File: config.mk
export PLATFORM = sky130hd
export DESIGN_NAME = video_pattern_tx
export DESIGN_NICKNAME = d
export VERILOG_FILES = /design/src/rtl/video_pattern_tx.sv
export SDC_FILE = /design/constraint.sdc
export NUM_CORES = 1
export LEC_CHECK = 0
export CAP_MARGIN = 5
export CORE_ASPECT_RATIO = 1.25
export CORE_MARGIN = 5
export CORE_UTILIZATION = 53
export CTS_CLUSTER_DIAMETER = 50
export DETAILED_ROUTE_END_ITERATION = 16
export GPL_ROUTABILITY_DRIVEN = 0
export PLACE_DENSITY = 0.78
export SLEW_MARGIN = 20
export SYNTH_ARGS = -nofsm -noshare
export SYNTH_HDL_FRONTEND = slang
export SYNTH_SLANG_ARGS = --single-unit
File: constraint.sdc
create_clock -name clk -period 2.35 [get_ports clk]
set_input_delay 0.47 -clock clk [delete_from_list [all_inputs] [get_ports clk]]
set_output_delay 0.47 -clock clk [all_outputs]
set_load 0.05 [all_outputs]
File: src/rtl/video_pattern_tx.sv
// video_pattern_tx: DE/HSYNC/VSYNC timing generator with selectable 24-bit RGB test patterns.
// Define VIDEO_PATTERN_TX_FRAME_CNT_EN to add the frame_cnt port and a scrolling grey ramp.
module video_pattern_tx #(
    parameter int          H_ACTIVE    = 64,
    parameter int          H_FP        = 4,
    parameter int          H_SYNC      = 8,
    parameter int          H_BP        = 4,
    parameter int          V_ACTIVE    = 32,
    parameter int          V_FP        = 2,
    parameter int          V_SYNC      = 2,
    parameter int          V_BP        = 2,
    parameter logic [23:0] SOLID_COLOR = 24'hFF0000
) (
    input  logic        clk,
    input  logic        rst_n,
    input  logic        enable,
    input  logic [1:0]  pattern_sel,
    output logic        de_out,
    output logic        h_sync_out,
    output logic        v_sync_out,
    output logic [23:0] pixel_out,
    output logic        frame_start
`ifdef VIDEO_PATTERN_TX_FRAME_CNT_EN
    ,
    output logic [15:0] frame_cnt
`endif
);
    localparam int H_TOTAL = H_ACTIVE + H_FP + H_SYNC + H_BP;
    localparam int V_TOTAL = V_ACTIVE + V_FP + V_SYNC + V_BP;
    localparam int BAR_W = H_ACTIVE / 8;
    localparam int HW = $clog2(H_TOTAL);
    localparam int VW = $clog2(V_TOTAL);
    localparam int BW = $clog2(BAR_W + 1);
    localparam logic [HW-1:0] H_LAST     = HW'(H_TOTAL - 1);
    localparam logic [HW-1:0] H_ACT_LAST = HW'(H_ACTIVE - 1);
    localparam logic [HW-1:0] HS_FIRST   = HW'(H_ACTIVE + H_FP);
    localparam logic [HW-1:0] HS_LAST    = HW'(H_ACTIVE + H_FP + H_SYNC - 1);
    localparam logic [VW-1:0] V_LAST     = VW'(V_TOTAL - 1);
    localparam logic [VW-1:0] V_ACT_LAST = VW'(V_ACTIVE - 1);
    localparam logic [VW-1:0] VS_FIRST   = VW'(V_ACTIVE + V_FP);
    localparam logic [VW-1:0] VS_LAST    = VW'(V_ACTIVE + V_FP + V_SYNC - 1);
    localparam logic [BW-1:0] BAR_LAST   = BW'(BAR_W - 1);
    localparam logic [0:0] IDLE = 1'b0;
    localparam logic [0:0] RUN  = 1'b1;

    logic [0:0]    state;
    logic [1:0]    pat;
    logic [HW-1:0] h_cnt;
    logic [VW-1:0] v_cnt;
    logic [BW-1:0] bar_cnt;
    logic [2:0]    bar_idx;
    logic          active, frame_end, start_frame;
    logic [7:0]    ramp;
    logic [23:0]   bar_rgb, pix;
`ifdef VIDEO_PATTERN_TX_FRAME_CNT_EN
    logic [15:0]   fcnt;
    logic          started;
`endif

    always_comb begin
        active      = state == RUN && h_cnt <= H_ACT_LAST && v_cnt <= V_ACT_LAST;
        frame_end   = state == RUN && h_cnt == H_LAST && v_cnt == V_LAST;
        start_frame = enable && (state == IDLE || frame_end);
        // bar order white..black maps to R=~i[1], G=~i[2], B=~i[0]
        bar_rgb     = {{8{~bar_idx[1]}}, {8{~bar_idx[2]}}, {8{~bar_idx[0]}}};
`ifdef VIDEO_PATTERN_TX_FRAME_CNT_EN
        ramp        = 8'(h_cnt) + fcnt[7:0];
`else
        ramp        = 8'(h_cnt);
`endif
        pix = pat == 2'd0 ? bar_rgb :
              pat == 2'd1 ? {3{ramp}} :
              pat == 2'd2 ? {24{|((16'(h_cnt) ^ 16'(v_cnt)) & 16'h0008)}} :
                            SOLID_COLOR;
    end

    always_ff @(posedge clk or negedge rst_n) begin
        if (!rst_n) begin
            state       <= IDLE;
            pat         <= '0;
            h_cnt       <= '0;
            v_cnt       <= '0;
            bar_cnt     <= '0;
            bar_idx     <= '0;
            de_out      <= 1'b0;
            h_sync_out  <= 1'b0;
            v_sync_out  <= 1'b0;
            pixel_out   <= '0;
            frame_start <= 1'b0;
        end else begin
            state <= (state == RUN && !frame_end) || enable ? RUN : IDLE;
            pat   <= start_frame ? pattern_sel : pat;
            h_cnt <= state == RUN && h_cnt != H_LAST ? h_cnt + 1'b1 : '0;
            v_cnt <= state != RUN || frame_end ? '0 : h_cnt == H_LAST ? v_cnt + 1'b1 : v_cnt;
            if (state != RUN || h_cnt == H_LAST) begin
                bar_cnt <= '0;
                bar_idx <= '0;
            end else if (h_cnt <= H_ACT_LAST) begin
                bar_cnt <= bar_cnt == BAR_LAST ? '0 : bar_cnt + 1'b1;
                bar_idx <= bar_idx + 3'(bar_cnt == BAR_LAST);
            end
            de_out      <= active;
            h_sync_out  <= state == RUN && h_cnt >= HS_FIRST && h_cnt <= HS_LAST;
            v_sync_out  <= state == RUN && v_cnt >= VS_FIRST && v_cnt <= VS_LAST;
            pixel_out   <= active ? pix : '0;
            frame_start <= state == RUN && h_cnt == '0 && v_cnt == '0;
        end
    end

`ifdef VIDEO_PATTERN_TX_FRAME_CNT_EN
    // fcnt steps with the counters; frame_cnt is its copy aligned to the other outputs
    always_ff @(posedge clk or negedge rst_n) begin
        if (!rst_n) begin
            fcnt      <= '0;
            started   <= 1'b0;
            frame_cnt <= '0;
        end else begin
            if (start_frame) begin
                started <= 1'b1;
                fcnt    <= fcnt + 16'(started);
            end
            frame_cnt <= fcnt;
        end
    end
`endif
endmodule

# [Yosys cells after proc, flatten, opt, wreduce, memory -nomap -nowiden]
# Index checks and enable logic that the tools add are counted.
[word_totals] ff_bits=51 latchBits=0 mem_bits_rw=0 mem_bits_ro=0 inputBits=5 out_inout_bits=28 elab_cells=67 memories=0
[op_classes] add_sub_neg=4 multipliers=0 div=0 magnitude_cmp=6 eq_ne=6 shift=0 n_mux=13 n_bitwise=5 reduce_logical=22
[ops] cell="two-way mux 24 bit" n=4
[ops] cell="logical AND 1 bit" n=13
[ops] cell="two-way mux 4 bit" n=3
[ops] cell="two-way mux 6 bit" n=2
[ops] cell="adder 7 x 1 -> 7 bit, second input constant" n=1
[ops] cell="== test 7 bit, second input constant" n=1
[ops] cell="greater-or-equal comparator 7 bit, second input constant" n=1
[ops] cell="<= comparator 7 x 6 -> 1 bit, second input constant" n=1
[ops] cell="<= comparator 7 bit, second input constant" n=1
[ops] cell="logical NOT 7 bit" n=1
[ops] cell="two-way mux 7 bit" n=1
[ops] cell="!= test 7 bit, second input constant" n=1
[ops] cell="adder 6 x 1 -> 6 bit, second input constant" n=1
[ops] cell="== test 6 bit, second input constant" n=1
[ops] cell="greater-or-equal comparator 6 bit, second input constant" n=1
[ops] cell="<= comparator 6 x 5 -> 1 bit, second input constant" n=1
[ops] cell="<= comparator 6 bit, second input constant" n=1
[ops] cell="logical NOT 6 bit" n=1
[ops] cell="two-way mux 3 bit" n=2
[ops] cell="adder 4 x 1 -> 4 bit, second input constant" n=1
[ops] cell="== test 4 x 3 -> 1 bit, second input constant" n=1
[ops] cell="NOT 1 bit" n=4
[ops] cell="nonzero test 2 bit" n=2
[ops] cell="XOR 4 bit" n=1
[ops] cell="7 further kinds" n=9

# [Depth between registers and ports, before layout]
# Gate-level depths: netlist of run 1.
[logic_depth] ltp_word=7 ltp_mapped=7 mapped_depth_nobuf=7

# [Least setup slack after synthesis of run 1]
# No wires, ideal clock.
[synth_path] path_kind="register -> register" from="reg h_cnt[4]" to="reg pat[0]" setup_time_ns=0.127 arrival_time_ns=1.869 t_required_ns=2.223 path_slack_ns=0.353 path_stages_with_launch=7 path_buffers=2 synth_period_minus_slack_ns=1.997 cell_sequence="dfrtp_1 > buf_6 > or3b_1 > buf_6 > o41ai_4 > nand2_2 > mux2_1"
[synth_via] elab_chain_len=5
[synth_lines] element="start: declaration" line="48" rtl="logic [HW-1:0] h_cnt;"
[synth_lines] element="start signal: assignment" line="93" rtl="h_cnt <= state == RUN && h_cnt != H_LAST ? h_cnt + 1'b1 : '0;"
[synth_lines] element="== test 7 bit" line="62" rtl="frame_end = state == RUN && h_cnt == H_LAST && v_cnt == V_LAST;"
[synth_lines] element="logical AND 1 bit (2 in series)" line="62"
[synth_lines] element="logical OR 1 bit" line="63" rtl="start_frame = enable && (state == IDLE || frame_end);"
[synth_lines] element="logical AND 1 bit" line="63"
[synth_lines] element="end signal: assignment" line="92" rtl="pat <= start_frame ? pattern_sel : pat;"
[synth_lines] element="end: declaration" line="47" rtl="logic [1:0] pat;"
# No other way between the ends.
# A chain may end at the register's enable or synchronous reset.

# [Final worst setup path of run 1]
[layout_path] from="reg h_cnt[4]" to="reg bar_cnt[2]"
[layout_via] elab_chain_len=3 elab_cells_between_ends=5 cone_classes="1 x order compare; 1 x eq/ne; 1 x mux; 2 x reduce/logical"
[layout_lines] element="branches (longest 3 deep; another with <= comparator 7 x 6 -> 1 bit)"
[layout_lines] element="end signal: assignment" line="99" rtl="bar_cnt <= bar_cnt == BAR_LAST ? '0 : bar_cnt + 1'b1;"
[layout_lines] element="end: declaration" line="50" rtl="logic [BW-1:0] bar_cnt;"
# Parallel ways; which one is timed is not known.

==> impl_results.md, run 1 <==
* Crit end category: flop
* Max-cap viol count at 0
* Hold Path Class: in2async
* Fillers at 341
* Synth top cells by count: dfrtp_1 (51), nor2_1 (33)
* Drt wl/cell at 13.7 um
* Initial DRC Count at 44
* Worst Path Arrival at 2.29 ns
* DR DRC count at 0
* RSZ-0062 raised after global routing: no
* Register area at 1280 um^2
* Area Overhead vs Synth at 21.6%
* Chip width at 68.4 um
* Area of the mapped netlist at 2260 um^2
* Share of power burned in registers at 63.2%
* Net Sw Frac at 21.3%
* Slew headroom at 39.7%
* Cts hold-fix bufs at 0
* Worst-path clk slew at 0.09 ns
* Comb pwr share at 1.7%
* Distinct cells, synth at 44
* Core Rows at 26
* Design Area, Final at 2750 um^2
* Post-CTS resize count at 0
* Initial Utilization at 55.2%
* Clock buffer depth at 2
* CP max FO at 9
* Max Slew Vio Count at 0
* Top cell type by total area after synthesis: dfrtp_1
* Clock power frac at 35.0%
* Final nets at 257
* Die Height at 83.0 um
* Int Power at 0.00109 W
* Number of CTS-inserted buffers at 5
* Finished Core Util at 67.1%
* Top-Level Pins at 33
* Root buffer cell: clkbuf_8
* Sw power at 0.000295 W
* Minimum clock period at 2.10 ns
* Register area share after synthesis at 56.4%
* Reg2Reg Capture Point: bar_cnt[2]
* Number of global-route vias before repair at 1507
* CTS tree: built
* Area of the multi-input gates at 900 um^2
* Placed cell areas at 2660 um^2
* Largest net degree at the start of global routing at 21
* Reg2Reg Setup Slack at 0.25 ns
* Synth top area share at 56.4%
* Syn Nets at 217
* Postcts setup bufs at 0
* Global-route usage over all layers at 16.2%
* Die area at 5680 um^2
* Peak VDD IR at 382 uV
* DRT Pass-1 Iters at 4
* Post-DRT Antenna Nets at 0
* Vias at 1601
* Final hold violation count at 0
* Status: finished clean
* Synthesis Warnings at 0
* Initial antenna violation count at 0
* Most frequent cell after synthesis: dfrtp_1
* Wire length of the first global-routing pass at 7050 um
* Final period util at 89.2%
* Fmax at 477 MHz
* Layout cell share with drive strength beyond 1 at 10.7%
* Cell count of the worst reg-to-reg path at 4
* Port Buf Inserts at 32
* EDFF count, synth at 0
* Core area at 4100 um^2
* Total Wirelength at 4110 um
* CTS Sinks at 51
* # setup viols final at 0
* PwrDens at 504 nW/um^2
* WS Path Type: reg2reg
* ANT cells at 0
* TNS Setup at 0 ns
* Syn Inst Count at 203
* Via density at 5.34
* H-tree levels at 2
* Worst slew pin tran at 0.899 ns
* Grt ovf at 0
* Dominant register cell in the synthesized netlist: dfrtp_1
* Leakage power at 1.23 nW
* Startpoint Class: flop
* Seq cells post-synth at 51
* Required time worst endpoint at 2.54 ns
* Syn avg cell area at 11.1 um^2
* Final Skew at 0.00622 ns
* Largest cells by area after synthesis: dfrtp_1 (56%), nor2_1 (5.5%), ha_1 (5.0%), o21a_1 (3.0%), xnor2_1 (2.3%)
* Worst reg2reg startpoint: h_cnt[4]
* Hpwl dp at 3100 um
* Clock latency on the worst-skew pair at 0.30 ns
* Async S/R FF share, synth at 100%
[area by class of cell]
cell class                 instances  area share (%)
clock buffer                       5            2.50
clock inverter                     3           0.728
inverter                           9            1.23
multi-input combinational        135            32.7
sequential                        51            46.4
tap                               56            2.55
timing repair buffer              41            13.9
[routing by layer]
layer  up-vias  GRT usage [%]  wire length [um]
met2        48           25.4              2060
li1        773              -                 -
met3         9           4.19               237
met4         0           8.50               121
met1       771           20.0              1690
met5         -              0                 0
[sequential cells by signal, indices dropped and copies added, names as in the netlist]
signal       flops
pixel_out       24
h_cnt            7
v_cnt            6
bar_cnt          4
bar_idx          3
pat              2
de_out           1
frame_start      1
h_sync_out       1
state            1
v_sync_out       1
[logic make-up (layout without fill, tap and decap cells)]
kind of cell,count (synthesis),count (layout),share of synthesized area [%]
adders and majority gates,9,9,4.98
xor gates and xnor gates,9,9,3.48
buffers and inverters,17,58,3.82
and+or+nand+nor,71,71,15.5
AOI/OAI and AO/OA,42,42,13.8
muxes,4,4,1.94
DFF,51,51,56.4
[power groups by stage]
stage,logic (W),clock network [W],registers [W]
final,0.0000242,0.000486,0.000877
after global routing,0.0000292,0.000544,0.000877
after CTS,0.0000256,0.000498,0.000877
after detailed placement,0.0000256,0,0.000894
after global placement,0.0000253,0,0.000894
after floorplan,0.0000000992,0,0.000894
[cells in the final DEF, fill, tap and decap left out, types with 2 or more instances in the layout]
| master | count |
|---|---|
| a211o_1 | 3 |
| a21boi_0 | 2 |
| a21o_1 | 2 |
| a21oi_1 | 9 |
| a22o_1 | 3 |
| buf_4 | 9 |
| clkbuf_8 | 5 |
| clkdlybuf4s50_1 | 31 |
| clkinvlp_4 | 2 |
| dfrtp_1 | 51 |
| ha_1 | 9 |
| inv_1 | 9 |
| mux2_1 | 2 |
| nand2_1 | 5 |
| nand3_1 | 7 |
| nor2_1 | 33 |
| nor2b_1 | 5 |
| nor3_1 | 3 |
| nor3b_1 | 5 |
| nor4_1 | 3 |
| o21a_1 | 9 |
| o21ai_0 | 5 |
| o21ba_2 | 2 |
| or3_1 | 2 |
| xnor2_1 | 6 |
| xor2_1 | 3 |
[worst max-delay path, cell delays in order, from the launching register on]
cell,delay [ns]
dfrtp_1,0.49
or3b_1,0.58
o21ai_2,0.32
o21ba_2,0.26
a221o_1,0.35
[how the worst max path moves through the flow]
stage	startpoint	to	slack (ns)	depth (start not counted)
after floorplan	h_cnt[4]	pat[0]	0.35	6
after global placement	h_cnt[4]	bar_cnt[2]	0.31	4
after detailed placement	h_cnt[4]	bar_cnt[2]	0.26	4
after CTS	h_cnt[4]	bar_cnt[2]	0.26	4
after global routing	h_cnt[4]	bar_cnt[2]	0.17	4
final	h_cnt[4]	bar_cnt[2]	0.25	4
[through the flow]
stage                     total power, W  hold WS [ns]  setup slack [ns]  std cells
after floorplan                 0.000895         0.174             0.353        203
after global placement          0.000919         0.398             0.307        292
after detailed placement        0.000920         0.400             0.262        292
after CTS                        0.00140        0.0716             0.256        300
after global routing             0.00145        0.0801             0.166        300
final                            0.00139        0.0654             0.253        300
(Power assumes the default switching activity.)
==> inputs of run 2 (changes only) <==
--- a/config.mk
+++ b/config.mk
@@ -13,6 +13,7 @@
 export DETAILED_ROUTE_END_ITERATION = 16
 export GPL_ROUTABILITY_DRIVEN = 0
 export PLACE_DENSITY = 0.78
+export SKIP_CTS_REPAIR_TIMING = 1
 export SLEW_MARGIN = 20
 export SYNTH_ARGS = -nofsm -noshare
 export SYNTH_HDL_FRONTEND = slang
==> results of run 2 <==
Same layout as run 1: the final DEF is identical, and so are final timing and power.
==> inputs of run 3 (changes only) <==
--- a/config.mk
+++ b/config.mk
@@ -5,7 +5,7 @@
 export SDC_FILE = /design/constraint.sdc
 export NUM_CORES = 1
 export LEC_CHECK = 0
-export CAP_MARGIN = 5
+export CAP_MARGIN = 20
 export CORE_ASPECT_RATIO = 1.25
 export CORE_MARGIN = 5
 export CORE_UTILIZATION = 53
@@ -14,7 +14,7 @@
 export GPL_ROUTABILITY_DRIVEN = 0
 export PLACE_DENSITY = 0.78
 export SKIP_CTS_REPAIR_TIMING = 1
-export SLEW_MARGIN = 20
+export SLEW_MARGIN = 0
 export SYNTH_ARGS = -nofsm -noshare
 export SYNTH_HDL_FRONTEND = slang
 export SYNTH_SLANG_ARGS = --single-unit
==> results of run 3 <==
Same layout as run 1: the final DEF is identical, and so are final timing and power.
